File: src/rtl/adc_intf.sv
// adc_intf: SPI master for an 8-channel 12-bit ADC128S-style serial ADC.
// One conversion is two 16-bit frames on the same chip select. Frame 1
// sends the channel address. Frame 2 resends it and captures the result.
// The result appears on res together with a one-clock cnv_cmplt strobe.
// Optional feature: define ADC_ERR_EN to add the sticky err output. err
// flags a nonzero upper nibble in the frame-2 word.
module adc_intf #(
  parameter int SCLK_DIV = 32,  // clk cycles per SCLK period (even, >= 4)
  parameter int GAP_CLKS = 16   // clk cycles SS_n stays high between the frames
) (
  input  logic        clk,
  input  logic        rst_n,
  input  logic        strt_cnv,
  input  logic [2:0]  chnnl,
  output logic [11:0] res,
  output logic        cnv_cmplt,
  output logic        SS_n,
  output logic        SCLK,
  output logic        MOSI,
  input  logic        MISO
`ifdef ADC_ERR_EN
  ,
  output logic        err
`endif
);

  localparam int H       = SCLK_DIV / 2;
  localparam int CNT_MAX = (SCLK_DIV > GAP_CLKS) ? SCLK_DIV : GAP_CLKS;
  localparam int CW      = (CNT_MAX > 1) ? $clog2(CNT_MAX) : 1;
`ifdef ADC_ERR_EN
  localparam int RXW = 16;  // keep the status nibble for the format check
`else
  localparam int RXW = 12;  // only the data bits are ever used
`endif

  typedef logic [CW-1:0] cnt_t;
  typedef enum logic [2:0] {IDLE, FRONT, SHIFT, BACK, GAP, DONE} state_t;

  localparam cnt_t HALF_END = cnt_t'(H - 1);
  localparam cnt_t PER_END  = cnt_t'(SCLK_DIV - 1);
  localparam cnt_t GAP_END  = cnt_t'(GAP_CLKS - 1);

  state_t           state, state_nxt;
  cnt_t             cnt, cnt_nxt;
  logic [3:0]       bit_cnt, bit_nxt;
  logic             frame2, frame2_nxt;
  logic             ss_n_nxt, sclk_nxt, mosi_nxt;
  logic             accept, sample, done;
  logic [2:0]       ch_q;
  logic [RXW-1:0]   rx;
  logic [15:0]      tx;

  // The same address word goes out in both frames.
  assign tx = {2'b00, ch_q, 11'b0};

  // State, timing counters and registered SPI pins.
  // NOTE: sequential state uses non-blocking (<=) so every register samples
  // pre-edge values. Blocking assignments here would create order-dependent races.
  always_ff @(posedge clk or negedge rst_n) begin
    if (!rst_n) begin
      state   <= IDLE;
      cnt     <= '0;
      bit_cnt <= '0;
      frame2  <= 1'b0;
      SS_n    <= 1'b1;
      SCLK    <= 1'b1;
      MOSI    <= 1'b0;
    end else begin
      state   <= state_nxt;
      cnt     <= cnt_nxt;
      bit_cnt <= bit_nxt;
      frame2  <= frame2_nxt;
      SS_n    <= ss_n_nxt;
      SCLK    <= sclk_nxt;
      MOSI    <= mosi_nxt;
    end
  end

  // Next-state logic and next values for the SPI pins.
  // NOTE: every output of this block gets a default first. A path that
  // leaves one unassigned would infer a latch.
  always_comb begin
    state_nxt  = state;
    cnt_nxt    = cnt + 1'b1;
    bit_nxt    = bit_cnt;
    frame2_nxt = frame2;
    ss_n_nxt   = SS_n;
    sclk_nxt   = SCLK;
    mosi_nxt   = MOSI;
    accept     = 1'b0;
    sample     = 1'b0;
    done       = 1'b0;
    unique case (state)
      IDLE: begin
        cnt_nxt  = '0;
        ss_n_nxt = 1'b1;
        sclk_nxt = 1'b1;
        if (strt_cnv) begin
          accept     = 1'b1;
          frame2_nxt = 1'b0;
          state_nxt  = FRONT;
          ss_n_nxt   = 1'b0;
          mosi_nxt   = 1'b0;  // bit 15 of every address word is 0
        end
      end
      FRONT: begin
        if (cnt == HALF_END) begin
          state_nxt = SHIFT;
          cnt_nxt   = '0;
          bit_nxt   = '0;
          sclk_nxt  = 1'b0;  // first falling edge; MOSI already holds bit 15
        end
      end
      SHIFT: begin
        if (cnt == HALF_END) begin
          sclk_nxt = 1'b1;
          sample   = 1'b1;
        end
        if (cnt == PER_END) begin
          cnt_nxt = '0;
          if (bit_cnt == 4'd15) begin
            state_nxt = BACK;
          end else begin
            bit_nxt  = bit_cnt + 1'b1;
            sclk_nxt = 1'b0;
            mosi_nxt = tx[4'd14 - bit_cnt];
          end
        end
      end
      BACK: begin
        if (cnt == HALF_END) begin
          cnt_nxt   = '0;
          ss_n_nxt  = 1'b1;
          state_nxt = frame2 ? DONE : GAP;
        end
      end
      GAP: begin
        if (cnt == GAP_END) begin
          cnt_nxt    = '0;
          frame2_nxt = 1'b1;
          state_nxt  = FRONT;
          ss_n_nxt   = 1'b0;
          mosi_nxt   = tx[15];
        end
      end
      DONE: begin
        done      = 1'b1;
        state_nxt = IDLE;
      end
      default: state_nxt = IDLE;
    endcase
  end

  // Datapath: channel latch, receive shifter, result and status.
  always_ff @(posedge clk or negedge rst_n) begin
    if (!rst_n) begin
      ch_q      <= '0;
      rx        <= '0;
      res       <= '0;
      cnv_cmplt <= 1'b0;
`ifdef ADC_ERR_EN
      err       <= 1'b0;
`endif
    end else begin
      cnv_cmplt <= done;
      if (accept) ch_q <= chnnl;
      if (sample) rx <= {rx[RXW-2:0], MISO};
      if (done) begin
        res <= rx[11:0];
`ifdef ADC_ERR_EN
        if (rx[15:12] != 4'h0) err <= 1'b1;
`endif
      end
    end
  end

endmodule

File: config.mk
export PLATFORM = sky130hd
export DESIGN_NAME = adc_intf
export DESIGN_NICKNAME = d
export VERILOG_FILES = /design/src/rtl/adc_intf.sv
export SDC_FILE = /design/constraint.sdc
export NUM_CORES = 1
export LEC_CHECK = 0
export ABC_AREA = 1
export CORE_UTILIZATION = 45
export DETAILED_ROUTE_END_ITERATION = 7
export PLACE_DENSITY = 0.72
export SLEW_MARGIN = 20
export SYNTH_ARGS = -nofsm -noshare
export SYNTH_HDL_FRONTEND = slang
export SYNTH_SLANG_ARGS = --single-unit
File: constraint.sdc
create_clock -name clk -period 2.98 [get_ports clk]
set_clock_uncertainty 0.1 [all_clocks]
set_input_delay 0.298 -clock clk [delete_from_list [all_inputs] [get_ports clk]]
set_output_delay 0.298 -clock clk [all_outputs]
set_load 0.1 [all_outputs]
* Word level (Yosys, flattened, before mapping)
Index checks and enable logic that the tools add are counted.
Operators by class: add/sub/neg operators 3, multiply operators 0, divide/modulo/power cells 0, $lt $le $gt $ge 1, eq/ne operators 15, shift operators 0, mux-type cells 35, bitwise gates (word level) 0, reductions and logical operators 13
Operators with widths (number):
- $mux 3 | 6
- $mux 1 | 16
- $pmux 3 s5 | 1
- $pmux 5 s3 | 1
- $ne 2x2->1 const B | 7
- $mux 4 | 3
- $mux 5 | 2
- $pmux 1 s3 | 3
- $reduce_bool 3->1 | 3
- $pmux 4 s2 | 1
- $eq 3x2->1 const B | 2
- $eq 3x3->1 const B | 2
- $reduce_and 3->1 | 2
- $reduce_and 6->1 | 1
- $add 5x1->5 const B | 1
- $eq 5x4->1 const B | 1
- $eq 5x5->1 const B | 1
- $lt 4x5->1 const B | 1
- $reduce_and 5->1 | 1
- $add 4x1->4 const B | 1
- $bmux 1 s4 | 1
- $eq 4x4->1 const B | 1
- $reduce_and 4->1 | 1
- $reduce_bool 2->1 | 2
- 6 further kinds | 6
Storage, ports and cells: flip-flop bits (word level) 44, bits in latches 0, memory bits (writable) 0, ROM bits 0, input port bits 7, output and inout port bits 16, word-level logic and storage cells 78, memories kept 0

* Longest topological paths before layout
word-level depth 6, mapped depth 13, mapped depth without buffers 13

* Worst setup path before layout
Ideal clock, no wire load.
path type register to register, start point reg cnt[0], end point reg bit_cnt[0], setup time 0.076 ns, arrival time 1.638 ns, required time 2.804 ns, setup slack 1.166 ns, stages on the path, launching flop included 14, path buffers 0, period minus slack after synthesis 1.814 ns, cell sequence dfrtp_1 -> ha_1 -> nand2_1 -> inv_1 -> nand2_1 -> inv_1 -> ha_1 -> inv_1 -> nand4_2 -> nand2_2 -> inv_1 -> nand2_4 -> nand2_1 -> o21ai_1
On the way: cells in the longest elaborated chain, start to end 3, elaborated cells between the ends (all ways) 5, those cells by class eq/ne (4); reduce/logical (1)
Ends and longest elaborated chain:
- from (decl) | RTL line 44 | cnt_t cnt, cnt_nxt;
- from (signal assigned) | RTL line 70 | cnt <= cnt_nxt;
- $eq 5x5->1 / $eq 5x4->1 (equally long branches) | RTL line 119, 107
- $ne 2x2->1 (no line)
- $reduce_and 4->1 (no line) *
- to (signal assigned) | RTL line 71 | bit_cnt <= bit_nxt;
- to (decl) | RTL line 45 | logic [3:0] bit_cnt, bit_nxt;
Mark *: on every way between the ends. The rest lies on a longest branch, timed or not. A chain may end at the register's enable or synchronous reset.

* Final worst setup path
Ends and elaborated chain as after synthesis.

==> results.md <==
* Vias at 1624
* EDFF count, synth at 0
* Routed length per instance at 10.97 um
* Most frequent cells in the layout: nand2_1 (75), dfrtp_1 (42), inv_1 (37)
* Layout area overhead at 15.74%
* Worst Hold Class: reg -> reg
* Input/output buffers at 22
* First-pass GRT wire length at 6886 um
* Syn nets at 267
* # Post-CTS Setup Buffers at 0
* CTS Buf Count at 5
* Drt via density at 4.680
* Fmax at 489.9 MHz
* Post-synth cell types at 25
* Most common cell after layout, fill and taps aside: nand2_1
* Initial Util at 46.78%
* Synthesis Warnings at 0
* Layout Nets at 292
* Post-DP HPWL at 2663 um
* Post-synth ARST share at 100.0%
* Clock root buffer: clkbuf_8
* Clock tree buffer depth at 2
* Share of the synthesized area in the top cell type at 47.57%
* RSZ-0062 raised after global routing: false
* Skew-Pair Late Insertion Delay at 0.30 ns
* CTS tree: yes
* Max-Cap Viols at 0
* Layout Cell Area excl Fill at 2557 sq um
* Pins over their slew limit at 0
* Placed instance area at 2412 sq um
* GR Util met3 at 4.167%
* Gr usage total at 17.13%
* # H-tree levels at 2
* Final hold violation count at 0
* Post-route ant nets at 0
* Final Cycle Share at 68.49%
* Row cnt at 25
* Syn_area_per_cell at 8.699 sq um
* Crit-path max cell delay at 0.40 ns
* Most used routing layer: met2
* Core area at 4723 sq um
* Resized Gates After CTS at 0
* Largest net degree at the start of global routing at 45
* FF+latch count, synth at 44
* Drt first pass iters at 4
* Crit path time final at 2.041 ns
* Crit-path max FO at 7
* Critical path capture point type: flop
* Mapped Area at 2210 sq um
* Critical path startpoint category: flop
* Drc violations at 0
* Max stage delay cell, worst path: dfrtp_1
* Die ar. at 5195 sq um
* I/O Pins at 23
* Status: completed
* Worst vdd ir at 280.1 uV
* Clock Pin Slew Worst Setup and Hold Paths at 0.09 ns
* Final setup fails at 0
* Setup TNS at 0 ns
* Initial antenna violation count at 0
* GPL Wtd Cong at 0.8685
* Die width at 72.08 um
* Cell mode on critical path: inv_1
* Post-synthesis sequential area ratio at 49.94%
* Grt ovf at 0
* Vias in the first global route at 1591
* Antenna cell count at 0
* Met1 GRT Util at 22.50%
* Die Y at 72.08 um
* PwrDens at 451.2 nW/um^2
* WP data required at 3.10 ns
* Cells along the critical path: ha_1 > nand2_1 > inv_1 > nand2_1 > inv_1 > ha_1 > inv_1 > nand4_2 > nand2_2 > inv_1 > nand2_4 > nand2_1 > o21ai_1
* Worst-Margin Slew at 0.5478 ns
* Top post-synthesis cells by area: dfrtp_1 (48%), nand2_1 (13%), o21ai_2 (7.9%)
* Drt initial violations at 183
* CTS Sinks at 44
* Layout cells sized above 1 at 21.79%
* Met2 usage at 26.79%
* Mapped Cells at 254
* Max-slew headroom at 63.48%
* Worst EP arrival at 2.16 ns
* WS Path Type: reg -> reg
* Main synth FF type: dfrtp_1
* Final WL at 3807 um
* Yosys top cell by area: dfrtp_1
* Static Leak at 1.330 nW
-- registers in the layout, summed over array words and instances (netlist names) --
signal / flops
res: 12
frame2: 1
SS_n: 1
MOSI: 1
rx: 12
ch_q: 3
bit_cnt: 4
cnv_cmplt: 1
state: 3
SCLK: 1
cnt: 5
-- report_power, final --
group / leakage, nW / internal (mW) / switching, mW
combinational: 0.686 / 0.00837 / 0.0140
sequential: 0.578 / 0.598 / 0.000550
clock: 0.0654 / 0.335 / 0.198
-- worst paths after layout --
kind	start	to	slack [ns]	cells past startpoint
hold reg to reg	SS_n	SS_n	0.38	2
setup / recovery	cnt[0]	bit_cnt[0]	0.94	13
min in group asynchronous	rst_n	state[2]	0.43	2
setup reg to reg	cnt[0]	bit_cnt[0]	0.94	13
hold / removal	SS_n	SS_n	0.38	2
max in group asynchronous	rst_n	cnt[0]	1.97	2
-- layout make-up --
cell class | count | area (sq um)
Clock buffer | 6 | 72.57
Clock inverter | 2 | 60.06
Fill cell | 424 | 2166
Inverter | 40 | 155.1
Multi-Input combinational cell | 165 | 894.6
Sequential cell | 44 | 1104
Tap cell | 67 | 83.83
Timing Repair Buffer | 23 | 187.7
-- what timing repair did --
| item | CTS | global route |
|---|---|---|
| hold buffers | 0 | 1 |
| hold endpoints to repair | 0 | 42 |
| setup endpoints to repair | 0 | 0 |
-- per-stage QoR --
step / std cells / worst slack, ns / hold WS, ns / total power [mW] / util [%]
after floorplan: 254 / 1.166 / -0.09759 / 0.6129 / -
after global placement: 338 / 1.045 / 0.3648 / 0.6326 / 51.07
after detailed placement: 338 / 0.9596 / 0.3683 / 0.6327 / 51.07
after CTS: 346 / 0.9477 / 0.08078 / 1.172 / 53.88
after global routing: 347 / 0.7607 / 0.4103 / 1.197 / 54.15
final: 347 / 0.9389 / 0.3806 / 1.154 / 54.15
-- kinds of logic (layout without fill, tap and decap cells) --
logic type / Yosys count / in the layout / synth area share (%)
buffers and inverters: 45 / 71 / 9.570
AO/OA/AOI/OAI: 38 / 38 / 12.29
XOR/XNOR: 2 / 2 / 0.7929
flip-flops: 44 / 44 / 49.94
AND/OR/NAND/NOR: 119 / 119 / 24.01
adder cells (fa/ha/maj): 6 / 6 / 3.397
-- routing by layer --
metal  vias to the layer above  wire length (um)
li1                        845                 -
met5                         -                 0
met2                        34              1704
met1                       736              1881
met4                         0                70
met3                         9               151
-- synthesized netlist by cell type, types with 2 or more instances --
cell type / number
xor2_1: 2
dfstp_2: 2
nand3_1: 19
nand2_1: 75
nand2_4: 3
inv_1: 37
o21ai_2: 20
o21ai_1: 6
buf_6: 5
o21ai_0: 9
inv_2: 2
ha_1: 6
nand2_2: 3
nor2_1: 13
dfrtp_1: 42
-- critical path: cells and delay by family, from the launching register on --
family	cells	cell delay, ns
and+or+nand+nor	6	0.59
adders and majority gates	2	0.46
DFF	1	0.40
AOI/OAI and AO/OA	1	0.07
buffers and inverters	4	0.36
(Power assumes the default switching activity.)
